===== src/rtl/alu_issue_if.sv =====
// Handshake bundle between the decode stage, the ALU issue stage and the ALU.
// The upstream side uses in_* and the downstream side uses out_*. Each side
// has its own valid/ready pair.
interface alu_issue_if #(
    parameter int DATA_W = 32,
    parameter int IMM_W  = 16
);
    logic              in_valid;
    logic              in_ready;
    logic [1:0]        in_alu_op;
    logic [5:0]        in_funct;
    logic [DATA_W-1:0] in_rs_val;
    logic [DATA_W-1:0] in_rt_val;
    logic [IMM_W-1:0]  in_imm;
    logic              in_alu_src;
    logic [4:0]        in_rd;

    logic              out_valid;
    logic              out_ready;
    logic [DATA_W-1:0] out_a;
    logic [DATA_W-1:0] out_b;
    logic [3:0]        out_alu_control;
    logic [4:0]        out_rd;
    logic              out_illegal;

    // The environment drives instructions in and the ALU-side ready.
    modport master (
        output in_valid, in_alu_op, in_funct, in_rs_val, in_rt_val, in_imm,
               in_alu_src, in_rd, out_ready,
        input  in_ready, out_valid, out_a, out_b, out_alu_control, out_rd,
               out_illegal
    );

    // The issue stage consumes instructions and presents operands.
    modport slave (
        input  in_valid, in_alu_op, in_funct, in_rs_val, in_rt_val, in_imm,
               in_alu_src, in_rd, out_ready,
        output in_ready, out_valid, out_a, out_b, out_alu_control, out_rd,
               out_illegal
    );
endinterface


===== src/rtl/alu_issue_stage.sv =====
// ALU issue stage. It decodes alu_op/funct into the 4-bit ALU control code and
// selects operand B from rt or the extended immediate. The result goes into a
// two-entry skid buffer.
//
// State | meaning
// ------+---------------------------------------------------------------
// EMPTY | nothing held, out_valid low, in_ready high
// MAIN  | main entry presented on out_*, skid empty, in_ready high
// FULL  | main presented and skid holds the next entry, in_ready low
//
// in_ready is a flop. It has no combinational path from out_ready, so an
// instruction that arrives while MAIN is stalled still needs a place to go.
// The skid entry provides that place.
module alu_issue_stage #(
    parameter int DATA_W = 32,
    parameter int IMM_W  = 16
) (
    input logic        clk,
    input logic        rst_n,
    alu_issue_if.slave bus
);

    typedef enum logic [1:0] {EMPTY, MAIN, FULL} state_t;

    typedef struct packed {
        logic [DATA_W-1:0] a;
        logic [DATA_W-1:0] b;
        logic [3:0]        ctrl;
        logic [4:0]        rd;
        logic              illegal;
    } entry_t;

    state_t            state;
    entry_t            main_q;
    entry_t            skid_q;
    entry_t            new_entry;
    logic              out_valid_q;
    logic              in_ready_q;
    logic              accept;
    logic [DATA_W-1:0] ext_imm;

    assign accept = bus.in_valid && in_ready_q;

    // Decode the incoming instruction into a buffer entry.
    // ori zero-extends its immediate. Every other op sign-extends it.
    always_comb begin
        new_entry = '0;
        if (bus.in_alu_op == 2'b11)
            ext_imm = {{(DATA_W-IMM_W){1'b0}}, bus.in_imm};
        else
            ext_imm = {{(DATA_W-IMM_W){bus.in_imm[IMM_W-1]}}, bus.in_imm};

        new_entry.a  = bus.in_rs_val;
        new_entry.b  = bus.in_alu_src ? ext_imm : bus.in_rt_val;
        new_entry.rd = bus.in_rd;

        case (bus.in_alu_op)
            2'b00: new_entry.ctrl = 4'b0010;
            2'b01: new_entry.ctrl = 4'b0110;
            2'b11: new_entry.ctrl = 4'b0001;
            default: begin
                case (bus.in_funct)
                    6'b100000: new_entry.ctrl = 4'b0010;
                    6'b100010: new_entry.ctrl = 4'b0110;
                    6'b100100: new_entry.ctrl = 4'b0000;
                    6'b100101: new_entry.ctrl = 4'b0001;
                    6'b100111: new_entry.ctrl = 4'b1100;
                    6'b101010: new_entry.ctrl = 4'b0111;
                    default: begin
                        // An unsupported funct still flows through. The flag
                        // tells the consumer to trap on it.
                        new_entry.ctrl    = 4'b0000;
                        new_entry.illegal = 1'b1;
                    end
                endcase
            end
        endcase
    end

    // Skid-buffer state machine with registered handshake outputs.
    always_ff @(posedge clk or negedge rst_n) begin
        if (!rst_n) begin
            state       <= EMPTY;
            main_q      <= '0;
            skid_q      <= '0;
            out_valid_q <= 1'b0;
            in_ready_q  <= 1'b1;
        end else begin
            case (state)
                EMPTY: begin
                    if (accept) begin
                        main_q      <= new_entry;
                        out_valid_q <= 1'b1;
                        state       <= MAIN;
                    end
                end
                MAIN: begin
                    if (accept && bus.out_ready) begin
                        main_q <= new_entry;
                    end else if (accept) begin
                        skid_q     <= new_entry;
                        in_ready_q <= 1'b0;
                        state      <= FULL;
                    end else if (bus.out_ready) begin
                        out_valid_q <= 1'b0;
                        state       <= EMPTY;
                    end
                end
                FULL: begin
                    if (bus.out_ready) begin
                        main_q     <= skid_q;
                        in_ready_q <= 1'b1;
                        state      <= MAIN;
                    end
                end
                default: begin
                    state       <= EMPTY;
                    out_valid_q <= 1'b0;
                    in_ready_q  <= 1'b1;
                end
            endcase
        end
    end

    assign bus.in_ready        = in_ready_q;
    assign bus.out_valid       = out_valid_q;
    assign bus.out_a           = main_q.a;
    assign bus.out_b           = main_q.b;
    assign bus.out_alu_control = main_q.ctrl;
    assign bus.out_rd          = main_q.rd;
    assign bus.out_illegal     = main_q.illegal;

endmodule

===== src/flat_wrapper.sv =====
// flat-port wrapper written by rule: the top's interface ports become plain ports
module alu_issue_stage_flat 
#(
    parameter int DATA_W = 32,
    parameter int IMM_W  = 16
)
  (clk, rst_n, bus_in_valid, bus_in_alu_op, bus_in_funct, bus_in_rs_val, bus_in_rt_val, bus_in_imm, bus_in_alu_src, bus_in_rd, bus_out_ready, bus_in_ready, bus_out_valid, bus_out_a, bus_out_b, bus_out_alu_control, bus_out_rd, bus_out_illegal);
  alu_issue_if #(.DATA_W(DATA_W), .IMM_W(IMM_W)) bus_i ();
  input logic clk;
  input logic rst_n;
  input wire logic [$bits(bus_i.in_valid)-1:0] bus_in_valid;
  input wire logic [$bits(bus_i.in_alu_op)-1:0] bus_in_alu_op;
  input wire logic [$bits(bus_i.in_funct)-1:0] bus_in_funct;
  input wire logic [$bits(bus_i.in_rs_val)-1:0] bus_in_rs_val;
  input wire logic [$bits(bus_i.in_rt_val)-1:0] bus_in_rt_val;
  input wire logic [$bits(bus_i.in_imm)-1:0] bus_in_imm;
  input wire logic [$bits(bus_i.in_alu_src)-1:0] bus_in_alu_src;
  input wire logic [$bits(bus_i.in_rd)-1:0] bus_in_rd;
  input wire logic [$bits(bus_i.out_ready)-1:0] bus_out_ready;
  output wire logic [$bits(bus_i.in_ready)-1:0] bus_in_ready;
  output wire logic [$bits(bus_i.out_valid)-1:0] bus_out_valid;
  output wire logic [$bits(bus_i.out_a)-1:0] bus_out_a;
  output wire logic [$bits(bus_i.out_b)-1:0] bus_out_b;
  output wire logic [$bits(bus_i.out_alu_control)-1:0] bus_out_alu_control;
  output wire logic [$bits(bus_i.out_rd)-1:0] bus_out_rd;
  output wire logic [$bits(bus_i.out_illegal)-1:0] bus_out_illegal;
  assign bus_i.in_valid = bus_in_valid;
  assign bus_i.in_alu_op = bus_in_alu_op;
  assign bus_i.in_funct = bus_in_funct;
  assign bus_i.in_rs_val = bus_in_rs_val;
  assign bus_i.in_rt_val = bus_in_rt_val;
  assign bus_i.in_imm = bus_in_imm;
  assign bus_i.in_alu_src = bus_in_alu_src;
  assign bus_i.in_rd = bus_in_rd;
  assign bus_i.out_ready = bus_out_ready;
  assign bus_in_ready = bus_i.in_ready;
  assign bus_out_valid = bus_i.out_valid;
  assign bus_out_a = bus_i.out_a;
  assign bus_out_b = bus_i.out_b;
  assign bus_out_alu_control = bus_i.out_alu_control;
  assign bus_out_rd = bus_i.out_rd;
  assign bus_out_illegal = bus_i.out_illegal;
  alu_issue_stage #(.DATA_W(DATA_W), .IMM_W(IMM_W)) u_core (.clk(clk), .rst_n(rst_n), .bus(bus_i));
endmodule

===== config.mk =====
export PLATFORM = sky130hd
export DESIGN_NAME = alu_issue_stage_flat
export DESIGN_NICKNAME = d
export VERILOG_FILES = /design/src/rtl/alu_issue_if.sv /design/src/rtl/alu_issue_stage.sv /design/src/flat_wrapper.sv
export SDC_FILE = /design/constraint.sdc
export NUM_CORES = 1
export LEC_CHECK = 0
export ABC_CLOCK_PERIOD_IN_PS = 2600
export BUFFER_PORTS_ARGS = -buffer_cell sky130_fd_sc_hd__buf_2
export CORE_ASPECT_RATIO = 1.4
export CORE_MARGIN = 2
export CORE_UTILIZATION = 35
export CTS_CLUSTER_SIZE = 20
export DETAILED_ROUTE_END_ITERATION = 10
export GPL_ROUTABILITY_DRIVEN = 1
export HOLD_SLACK_MARGIN = 0.08
export SYNTH_ARGS = -nofsm -noshare
export SYNTH_HDL_FRONTEND = slang
export SYNTH_SLANG_ARGS = --single-unit

===== constraint.sdc =====
create_clock -name clk -period 2.6 [get_ports clk]
set_input_delay 0.26 -clock clk [delete_from_list [all_inputs] [get_ports clk]]
set_output_delay 0.26 -clock clk [all_outputs]
set_load 0.02 [all_outputs]

== Word level (Yosys, flattened, before mapping) ==
Cells that the tools add are included.
Widths: inputs -> output; s select.

* Equal/unequal tests: 18
* Mux-type cells: 25
* Bitwise operators: 3
* Reduce and logical (&&, ||, !) cells: 12

{| class="wikitable"
|+ Operators with widths
! cell !! number
|-
| $mux 74 || 3
|-
| $pmux 74 s3 || 1
|-
| $mux 32 || 2
|-
| $eq 6x6->1 const B || 6
|-
| $pmux 4 s5 || 1
|-
| $pmux 4 s3 || 1
|-
| $reduce_and 4->1 || 3
|-
| $mux 2 || 5
|-
| $mux 1 || 9
|-
| $ne 2x2->1 const B || 4
|-
| $ne 2x1->1 const B || 3
|-
| $pmux 1 s3 || 2
|-
| $pmux 2 s3 || 1
|-
| $reduce_or 6->1 || 1
|-
| $reduce_and 5->1 || 1
|-
| $eq 2x1->1 const B || 2
|-
| $eq 2x2->1 const B || 2
|-
| $logic_not 2->1 || 2
|-
| $ne 3x2->1 const B || 1
|-
| $not 1->1 || 3
|-
| $reduce_and 3->1 || 1
|-
| $reduce_bool 3->1 || 1
|-
| $reduce_or 3->1 || 1
|-
| $logic_and 1x1->1 || 2
|}

* Bits in registers: 152
* Bits of input ports: 98

== Longest topological paths before layout ==
Gate-level depths: netlist (run 1).

* Depth after elaboration: 6
* Depth in mapped cells: 7
* Depth with buffers taken out: 4

== Worst setup path before layout (run 1) ==
No wires, ideal clock.

* Kind: register -> register
* Start point: register u_core.in_ready_q, in the netlist u_core.bus.in_ready
* End point: register u_core.main_q (netlist bit u_core.bus.out_alu_control[2])
* Setup time: 0.125 ns
* Data arrival time: 1.504 ns
* Path slack: 0.971 ns
* Cell stages (with the launch flop): 5
* Buffers on the path: 1
* Path through: dfstp_2 nand2_1 o32ai_2 buf_4 mux2_2

* Longest elaborated chain between the ends: 4
* Elaborated cells on any way between the ends: 5

{| class="wikitable"
|+ Ends and longest elaborated chain
! what !! RTL line !! RTL
|-
| start: declaration || alu_issue_stage.sv:38 || <nowiki>logic in_ready_q;</nowiki>
|-
| start signal: assignment || alu_issue_stage.sv:87 || <nowiki>in_ready_q <= 1'b1;</nowiki>
|-
| start signal: assignment || alu_issue_stage.sv:102 || <nowiki>in_ready_q <= 1'b0;</nowiki>
|-
| start signal: assignment || alu_issue_stage.sv:112 || <nowiki>in_ready_q <= 1'b1;</nowiki>
|-
| $logic_and 1x1->1 * || alu_issue_stage.sv:42 || <nowiki>assign accept = bus.in_valid && in_ready_q;</nowiki>
|-
| $logic_and 1x1->1 || alu_issue_stage.sv:98 || <nowiki>if (accept && bus.out_ready) begin</nowiki>
|-
| $ne 2x1->1 (no line) || n/a ||
|-
| $reduce_and 4->1 (no line) * || n/a ||
|-
| end signal: assignment || alu_issue_stage.sv:92 || <nowiki>main_q <= new_entry;</nowiki>
|-
| end signal: assignment || alu_issue_stage.sv:99 || <nowiki>main_q <= new_entry;</nowiki>
|-
| end signal: assignment || alu_issue_stage.sv:111 || <nowiki>main_q <= skid_q;</nowiki>
|-
| end: declaration || alu_issue_stage.sv:34 || <nowiki>entry_t main_q;</nowiki>
|}

Mark *: on every way between the ends. The rest lies on a longest branch, timed or not.
A chain may end at the register's enable or synchronous reset.

== Worst setup path after layout (run 1) ==
* Start point: register u_core.in_ready_q, in the netlist u_core.bus.in_ready
* End point: register u_core.main_q (netlist bit u_core.bus.out_a[2])

The elaborated chain is that of the path after synthesis.

==> results of run 1 <==
## layer usage
metal | up-vias | share of wire | global-route usage
li1 | 3001 | - | -
met1 | 2817 | 0.42 | 0.217
met2 | 155 | 0.51 | 0.313
met3 | 32 | 0.045 | 0.0377
met4 | 0 | 0.027 | 0.0800
met5 | - | 0 | 0
## stage by stage
stage / hold slack [ns] / cell area [um^2] / cells / setup WS (ns) / power [mW]
after global placement: 0.296 / 8010 / 1165 / 0.579 / 5.71
after CTS: 0.125 / 8990 / 1235 / 0.481 / 8.39
after detailed placement: 0.300 / 8010 / 1165 / 0.489 / 5.77
final: 0.143 / 9000 / 1238 / 0.528 / 8.28
after floorplan: -0.0356 / 6800 / 782 / 0.971 / 4.79
after global routing: 0.145 / 9000 / 1238 / 0.337 / 8.78
## worst max-delay path by stage
stage / from / slack (ns) / to / depth (start not counted)
2_1_floorplan: u_core.bus.in_ready$_DFFE_PN1P_ / 0.97 / u_core.bus.out_alu_control[2]$_DFFE_PN0P_ / 4
3_3_place_gp: u_core.bus.in_ready$_DFFE_PN1P_ / 0.58 / u_core.bus.out_a[7]$_DFFE_PN0P_ / 5
3_5_place_dp: u_core.bus.in_ready$_DFFE_PN1P_ / 0.49 / u_core.bus.out_a[2]$_DFFE_PN0P_ / 5
4_1_cts: u_core.bus.in_ready$_DFFE_PN1P_ / 0.48 / u_core.bus.out_a[2]$_DFFE_PN0P_ / 5
5_1_grt: u_core.bus.in_ready$_DFFE_PN1P_ / 0.34 / u_core.bus.out_a[10]$_DFFE_PN0P_ / 5
6_report: u_core.bus.in_ready$_DFFE_PN1P_ / 0.53 / u_core.bus.out_a[2]$_DFFE_PN0P_ / 5
## state kept, by name, indices dropped and copies added, names as in the netlist
| name | cells |
|---|---|
| u_core.bus.out_valid | 1 |
| u_core.bus.in_ready | 1 |
| u_core.bus.out_alu_control | 4 |
| u_core.bus.out_illegal | 1 |
| u_core.bus.out_b | 32 |
| u_core.skid_q | 74 |
| u_core.bus.out_rd | 5 |
| u_core.state | 2 |
| u_core.bus.out_a | 32 |
## final cells by class
class | count | share of cell area
Timing Repair Buffer | 232 | 0.168
Clock inverter | 7 | 0.0132
Tap cell | 248 | 0.0345
Clock buffer | 25 | 0.0539
Multi-Input combinational cell | 552 | 0.299
Inverter | 19 | 0.00792
Sequential cell | 152 | 0.423
Antenna cell | 3 | 0.000834
## cells in the final DEF, fill, tap and decap left out, types with 2 or more instances in the layout
master and n:
nand2_1 241, buf_2 172, dfrtp_1 151, nor2_1 79, o21ai_0 66, a21oi_1 50
a31oi_1 43, dlygate4sd3_1 38, inv_1 19, clkbuf_16 17, o221ai_1 16, mux2i_1 16
buf_4 13, buf_12 8, clkbuf_1 5, o22ai_1 4, diode_2 3, nand2b_1 3
nand3b_1 3, o21ai_1 3, bufinv_16 3, clkbuf_8 3, o211ai_1 2, nor2b_1 2
nand3_1 2, mux2_2 2, clkinvlp_4 2
## where the power goes
group / internal [mW] / switching (mW)
combinational: 0.883 / 1.47
sequential: 3.02 / 0.364
clock: 1.59 / 0.949
## what timing repair did
item / in CTS / in global routing
resized for setup: 0 / 0
hold endpoints to repair: 96 / 0
hold buffers: 38 / 0
## worst max-delay path: cells and delay by family (launching register included)
family                 cells  cell delay (ns)
flip-flops                 1             0.55
AND/OR/NAND/NOR            2             0.19
AO/OA/AOI/OAI              2             0.93
buffers and inverters      1             0.29
## kinds of logic (layout without fill, tap and decap cells)
logic type,count (synthesis),after routing,synth area share
buffers and inverters,78,283,0.0502
AND/OR/NAND/NOR,345,345,0.203
AO/OA/AOI/OAI,189,189,0.161
flip-flops,152,152,0.559
other,0,3,0
multiplexers,18,18,0.0269
==> impl_metrics.tcl, run 1 <==
set metrics [dict create \
    outcome "completed" \
    synth_most_common_cell "nand2_1" \
    fin_setup_tns_ns 0 \
    synth-seq-area-share 0.559 \
    die_y_um 169 \
    p_leak_nw 4.43 \
    max_stage_delay_ns 0.77 \
    synthArstFlopShare 1.00 \
    fin_crit_sh 0.797 \
    worstHoldPathCells 2 \
    drv_slew 0 \
    timing_hold_violations_final 0 \
    post_synth_main_area_contributors "dfrtp_1 56%, nand2_1 13%, o21ai_0 4.9%" \
    synth_edf_count 0 \
    synth_top_area_frac 0.555 \
    drt-vias-per-instance 4.85 \
    setup_violations 0 \
    layout.core_utilization 0.470 \
    layout.nets 1072 \
    tritoncts_num_sinks 152 \
    tritoncts "done" \
    hp-start "bus_out_ready" \
    track_usage 0.182 \
    worst-endpoint-required_ns 2.93 \
    dp_hpwl_um 11700 \
    number_of_max_cap_violations 0 \
    post-route-min-period_ns 2.07 \
    globalRoute.totalOverflow 0 \
    drtPass1Iterations 4 \
    timing_worst_setup_path_type "reg -> reg" \
    clk-insertion-delay-late_ns 0.42 \
    routedWlPerCell_um 14.5 \
    timing.critical_path.arrival_ns 2.40 \
    max_freq_ghz 0.483 \
    antenna_found_initial 3 \
    yosys-top-cells-count "242 x nand2_1, 151 x dfrtp_1, 79 x nor2_1" \
    synth.cell_area_mm2 0.00680 \
    number_of_nets_in_the_synthesized_netlist 880 \
    crit-reg2reg-launch "u_core.bus.in_ready$_DFFE_PN1P_" \
    timing.critical_path.fanout_max 42 \
    crit_path_end_kind "flop" \
    vdd_ir_drop_max_mv 0.427 \
    setup_repair_after_global_routing_missed_its_margin "false" \
    drt_iter0_markers 379 \
    syn2layout_area_growth_pct 32.3 \
    design.portCount 174 \
    timing.rr.end "u_core.bus.out_a[2]$_DFFE_PN0P_" \
    clockRootBuffer "clkbuf_16" \
    gp_congestion 0.771 \
    grt_pass1_wl_um 29500 \
    clock_path_buffers 2 \
    cp_cell_sequence "nand2_1, o32ai_4, buf_12, nor2_1, a31oi_1" \
    total_die_area_mm2 0.0206 \
    worst_clock_skew_ns 0.00807 \
    htree_levels 4 \
    crit_path_top_delay_cell "o32ai_4" \
    sequential_cell_area_mm2 0.00380 \
    ff2ff_path_depth 5 \
    clkTransAtPathRegs_ns 0.06 \
    drt-total-wl_um 18000 \
    die_x_um 122 \
    detailroute.via_count 6005 \
    antenna_violating_nets_post_route 0 \
    numCtsBuffers 17 \
    synth-seq-cells 152 \
    design.core.area_mm2 0.0191 \
    power_per_cell_area_mw_per_mm2 920 \
    synth_cell_type_count 38 \
    floorplan.initialDensity 0.355 \
    r2r_slack_ns 0.53 \
    num-fill-cells 1920 \
    type_of_origin_of_the_critical_path "flop" \
    timing.slew.headroom 0.430 \
    yosysTopAreaCell "dfrtp_1" \
    row_count 60 \
    post_route_cells_drive_above_1_share 0.238 \
    worst_slew_pin_slew_ns 0.855 \
    post-cts-setup-buffers 0 \
    first_global_vias 5879 \
    min_to "u_core.state[1]$_DFFE_PN0P_" \
    grt_start_max_net_pins 108 \
    total_area_of_multi_input_combinational_cells_mm2 0.00269 \
    syn-mean-instance-area_um2 8.70 \
    synth_warnings 0 \
    io_buffer_count 173 \
    drcViolationCount 0 \
    ys_dominant_reg_cell "dfrtp_1" \
    worst_hold_path_type "in -> reg" \
    synthesized_instance_count 782 \
]
Note: power is estimated with default switching activity, not from simulation.
==> inputs of run 2 (changes only) <==
- ABC_CLOCK_PERIOD_IN_PS: 2600 -> 2100
- clock period: 2.6 -> 2.1 ns (I/O delays scaled with it)
==> run 2 against run 1 <==
Effect of this change: flip-flop and latch count unchanged; first-iteration DRC count decreased by 14%; sequential share of layout area increased by 0.053 points; setup slack got worse by 0.23 ns; final area decreased by 0.13%; worst hold slack got worse by 0.034 ns; die area unchanged; highest routed layer is now met5.
==> impl_metrics.tcl, run 2 (same netlist as run 1, synthesis figures left out) <==
set metrics [dict create \
    outcome "completed" \
    layoutNonFillerInstCount 1237 \
    placed_cells_incl_taps 1166 \
    drcViolationCount 0 \
    mostFrequentLayoutCells "241 x nand2_1, 172 x buf_2, 151 x dfrtp_1, 79 x nor2_1, 66 x o21ai_0" \
    first_global_vias 5928 \
    antenna_cells 0 \
    largest-register "u_core.skid_q" \
    tritoncts_num_sinks 152 \
    numCtsBuffers 17 \
    grt_pass1_wl_um 29900 \
    timing.critical_path.fanout_max 48 \
    max_freq_ghz 0.556 \
    die_y_um 169 \
    p_leak_nw 4.42 \
    gp_congestion 0.760 \
    clockRootBuffer "clkbuf_16" \
    routedWlPerCell_um 14.6 \
    drtPass1Iterations 5 \
    final_common_cell "nand2_1" \
    clk-insertion-delay-late_ns 0.42 \
    fin_setup_tns_ns 0 \
    layout.nets 1074 \
    drt-total-wl_um 18100 \
    clock_path_buffers 2 \
    globalRoute.totalOverflow 0 \
    number_of_max_cap_violations 0 \
    type_of_origin_of_the_critical_path "flop" \
    timing_hold_violations_final 0 \
    worst-endpoint-required_ns 2.43 \
    vdd_ir_drop_max_mv 0.506 \
    fin_crit_sh 0.856 \
    grt_start_max_net_pins 108 \
    tritoncts "done" \
    htree_levels 4 \
    setup_repair_after_global_routing_missed_its_margin "false" \
    post-route-min-period_ns 1.80 \
    detailroute.via_count 5969 \
    clkTransAtPathRegs_ns 0.06 \
    track_usage 0.184 \
    holdWs_ns 0.108 \
    syn2layout_area_growth_pct 32.1 \
    floorplan.initialDensity 0.355 \
    power_per_cell_area_mw_per_mm2 1130 \
    post_route_cells_drive_above_1_share 0.242 \
    post-cts-setup-buffers 0 \
    drt_iter0_markers 326 \
    setup_violations 0 \
    row_count 60 \
    timing_worst_setup_path_type "reg -> reg" \
    crit_path_end_kind "flop" \
    io_buffer_count 173 \
    timing.slew.headroom 0.541 \
    timing.critical_path.arrival_ns 2.13 \
    post_cts_resize_count 0 \
    num-fill-cells 1902 \
    antenna_found_initial 1 \
    worst_clock_skew_ns 0.00507 \
    die_x_um 122 \
    largest_register_ff_count 74 \
    design.portCount 174 \
    design_power_total_mw 10.1 \
    design.core.area_mm2 0.0191 \
    dp_hpwl_um 11700 \
    antenna_violating_nets_post_route 0 \
    cts_hold_repair.buffers 39 \
    total_die_area_mm2 0.0206 \
    drv_slew 0 \
    worst_slew_pin_slew_ns 0.688 \
    worst_hold_path_type "in -> reg" \
    drt-vias-per-instance 4.83 \
]
## run 2: cell count changes in the layout (fill, tap and decap cells not counted), sizes merged
cell / change
clkinvlp: +2
clkinv: +3
diode: -3
clkbuf: -4
dlygate4sd3: +1
bufinv: -1
buf: +1
## run 2: worst paths after layout
path / cells past startpoint / end / slack (ns) / startpoint
max: 6 / u_core.bus.out_a[9]$_DFFE_PN0P_ / 0.30 / u_core.bus.in_ready$_DFFE_PN1P_
max reg2reg: 6 / u_core.bus.out_a[9]$_DFFE_PN0P_ / 0.30 / u_core.bus.in_ready$_DFFE_PN1P_
min reg2reg: 2 / u_core.skid_q[6]$_DFFE_PN0P_ / 0.47 / u_core.skid_q[6]$_DFFE_PN0P_
min: 2 / u_core.skid_q[7]$_DFFE_PN0P_ / 0.11 / bus_in_alu_op[1]
min in group asynchronous: 2 / u_core.skid_q[28]$_DFFE_PN0P_ / 0.31 / rst_n
max in group asynchronous: 3 / u_core.skid_q[60]$_DFFE_PN0P_ / 1.09 / rst_n
## run 2: routing by layer
layer,share of wire,global-route usage
met2,0.52,0.319
met3,0.042,0.0374
met1,0.43,0.226
met5,0.00055,0
met4,0.014,0.0640
## run 2: layout make-up
type                            count  area (um^2)  share of cell area
Tap cell                          248          310              0.0345
Clock inverter                     11          123              0.0136
Clock buffer                       21          460              0.0512
Sequential cell                   152         3800               0.423
Multi-Input combinational cell    552         2690               0.299
Inverter                           19         71.3             0.00793
Timing Repair Buffer              234         1530               0.170
## run 2: worst max-delay path: stages (launching register included)
cell and delay (ns):
dfstp_2 0.57, nand2_1 0.13, o32ai_4 0.32, buf_4 0.23, buf_12 0.23, nor2_1 0.06
a31oi_1 0.15
## run 2: through the flow
step	util	cell area, um^2	setup WS [ns]
detailed placement	0.419	8020	0.326
global placement	0.419	8020	0.398
global route	0.470	8990	0.192
CTS	0.470	8990	0.309
floorplan	-	6800	0.471
finish	0.470	8990	0.303
## run 2: power breakdown
part | internal (mW) | switching, mW | total [mW] | leakage (nW)
sequential | 3.74 | 0.440 | 4.18 | 1.90
combinational | 1.09 | 1.81 | 2.90 | 2.25
clock | 1.81 | 1.23 | 3.04 | 0.275
total | 6.65 | 3.48 | 10.1 | 4.42
==> inputs of run 3 (changes only) <==
- ABC_CLOCK_PERIOD_IN_PS: 2100 -> 1800
- clock period: 2.1 -> 1.8 ns (I/O delays scaled with it)
==> run 3 against run 2 <==
Effect of this change: core utilization increased by 1.4 points; clock-buffer cell count increased by 1; clock skew increased by 0.0039 ns; combinational power increased by 18%; final cell count increased by 1.5%; via count about the same; sequential share of layout area decreased by 1.2 points; die area unchanged; clock power increased by 21%; highest routed layer is now met4.
==> impl_metrics.tcl, run 3 (same netlist as run 1, synthesis figures left out) <==
set metrics [dict create \
    outcome "completed" \
    worst-path-buf-inv 1 \
    number_of_max_cap_violations 0 \
    track_usage 0.187 \
    drt-total-wl_um 18500 \
    setup_violations 0 \
    clk-insertion-delay-late_ns 0.42 \
    syn2layout_area_growth_pct 36.1 \
    max_stage_delay_ns 0.56 \
    gp_congestion 0.743 \
    clockRootBuffer "clkbuf_16" \
    net-switching-power_mw 4.03 \
    globalRoute.totalOverflow 0 \
    timing_hold_violations_final 0 \
    cp_cell_sequence "nand2_2, o32ai_4, buf_12, mux2_2" \
    antenna_found_initial 0 \
    crit_path_top_delay_cell "dfstp_2" \
    num-fill-cells 1840 \
    drt_iter0_markers 364 \
    max_freq_ghz 0.607 \
    design.core.area_mm2 0.0191 \
    detailroute.via_count 5964 \
    grt_start_max_net_pins 85 \
    total_die_area_mm2 0.0206 \
    p_leak_nw 4.56 \
    type_of_origin_of_the_critical_path "flop" \
    clock_path_buffers 2 \
    worst_hold_path_type "in -> reg" \
    p_clk_frac 0.307 \
    hp-start "bus_in_rt_val[20]" \
    worstHoldPathCells 3 \
    die_x_um 122 \
    intPower_mw 7.98 \
    drcViolationCount 0 \
    timing_worst_setup_path_type "reg -> reg" \
    htree_levels 4 \
    largest-register "u_core.skid_q" \
    worst_slew_pin_slew_ns 0.705 \
    drt-vias-per-instance 4.75 \
    share_seq_of_total_power 0.407 \
    antenna_cells 0 \
    clkTransAtPathRegs_ns 0.06 \
    setup_repair_after_global_routing_missed_its_margin "false" \
    layoutNonFillerInstCount 1255 \
    post_route_cells_drive_above_1_share 0.243 \
    final_common_cell "nand2_1" \
    drv_slew 0 \
    placed_cells_incl_taps 1169 \
    min_to "u_core.skid_q[30]$_DFFE_PN0P_" \
    timing.critical_path.fanout_max 10 \
    die_y_um 169 \
    design.portCount 174 \
    grt_pass1_wl_um 30200 \
    antenna_violating_nets_post_route 0 \
    total_area_of_multi_input_combinational_cells_mm2 0.00270 \
    fin_setup_tns_ns 0 \
    power_per_cell_area_mw_per_mm2 1300 \
    crit-reg2reg-launch "u_core.bus.in_ready$_DFFE_PN1P_" \
    sequential_cell_area_mm2 0.00380 \
    fin_crit_sh 0.916 \
    largest_register_ff_count 74 \
    dp_hpwl_um 12300 \
    crit_path_end_kind "flop" \
    io_buffer_count 173 \
    worst-endpoint-required_ns 2.10 \
    r2r_slack_ns 0.15 \
    comb_power_share 0.286 \
    timing.critical_path.arrival_ns 1.95 \
    vdd_ir_drop_max_mv 0.573 \
    timing.slew.headroom 0.529 \
    timing.rr.end "u_core.bus.out_alu_control[2]$_DFFE_PN0P_" \
    design_power_total_mw 12.0 \
    power.share.switching 0.335 \
    worst_clock_skew_ns 0.00892 \
    worst_path_dominant_cell_family "flip-flops" \
    first_global_vias 5846 \
    drtPass1Iterations 4 \
    layout.nets 1095 \
    ff2ff_path_depth 4 \
    tritoncts "done" \
    numCtsBuffers 17 \
    row_count 60 \
    floorplan.initialDensity 0.355 \
    mostFrequentLayoutCells "240 x nand2_1, 172 x buf_2, 151 x dfrtp_1, 79 x nor2_1, 66 x o21ai_0" \
    routedWlPerCell_um 14.7 \
    holdWs_ns 0.0943 \
    tritoncts_num_sinks 152 \
    post-route-min-period_ns 1.65 \
]
==> run 3: worst register-to-register path, delay by kind of cell, from the launching register on <==
family,cells,cell delay (ns)
flops,1,0.56
compound gates,1,0.34
mux,1,0.33
buf+inv,1,0.21
simple gates,1,0.09
==> run 3: worst max path at each step <==
stage | start | to | depth (start not counted)
6_report | u_core.bus.in_ready$_DFFE_PN1P_ | u_core.bus.out_alu_control[2]$_DFFE_PN0P_ | 4
2_1_floorplan | u_core.bus.in_ready$_DFFE_PN1P_ | u_core.bus.out_alu_control[2]$_DFFE_PN0P_ | 4
4_1_cts | u_core.bus.in_ready$_DFFE_PN1P_ | u_core.bus.out_b[14]$_DFFE_PN0P_ | 6
3_3_place_gp | u_core.bus.in_ready$_DFFE_PN1P_ | u_core.bus.out_alu_control[2]$_DFFE_PN0P_ | 4
3_5_place_dp | u_core.bus.in_ready$_DFFE_PN1P_ | u_core.bus.out_alu_control[2]$_DFFE_PN0P_ | 4
5_1_grt | bus_in_alu_op[1] | u_core.skid_q[37]$_DFFE_PN0P_ | 6
==> run 3: metal layers <==
metal  track usage  routed length (um)  vias to the layer above
li1              -                   -                     3035
met1         0.230                7830                     2780
met2         0.328                9570                      133
met3        0.0371                 836                       16
met4        0.0585                 256                        0
met5             0                   0                        -
==> run 3: power groups by stage <==
stage	Combinational, mW	Clock [mW]	Sequential, mW
5_1_grt	3.79	3.93	5.02
3_3_place_gp	3.31	0	4.95
4_1_cts	3.48	3.76	4.91
2_1_floorplan	0.979	0	5.93
3_5_place_dp	3.39	0	4.96
6_report	3.43	3.68	4.89
==> run 3: metrics by stage <==
stage / cell area, um^2 / utilization / setup slack [ns]
2_1_floorplan: 6800 / - / 0.171
3_3_place_gp: 8060 / 0.421 / 0.0757
3_5_place_dp: 8060 / 0.421 / 0.0557
4_1_cts: 9200 / 0.480 / 0.0466
5_1_grt: 9260 / 0.484 / 0.0264
6_report: 9260 / 0.484 / 0.152
==> run 3: timing repair <==
action / in CTS / in global routing
hold buffers: 53 / 0
hold endpoints to repair: 128 / 0
setup buffers: 0 / 3
endpoints found under the setup margin: 0 / 32
gates resized for setup: 0 / 4
==> run 3: final cells by class <==
class | instances | area share
inverter | 19 | 0.00770
sequential | 152 | 0.411
timing repair buffer | 255 | 0.191
multi-input combinational | 552 | 0.292
clock buffer | 22 | 0.0523
clock inverter | 7 | 0.0128
tap | 248 | 0.0335
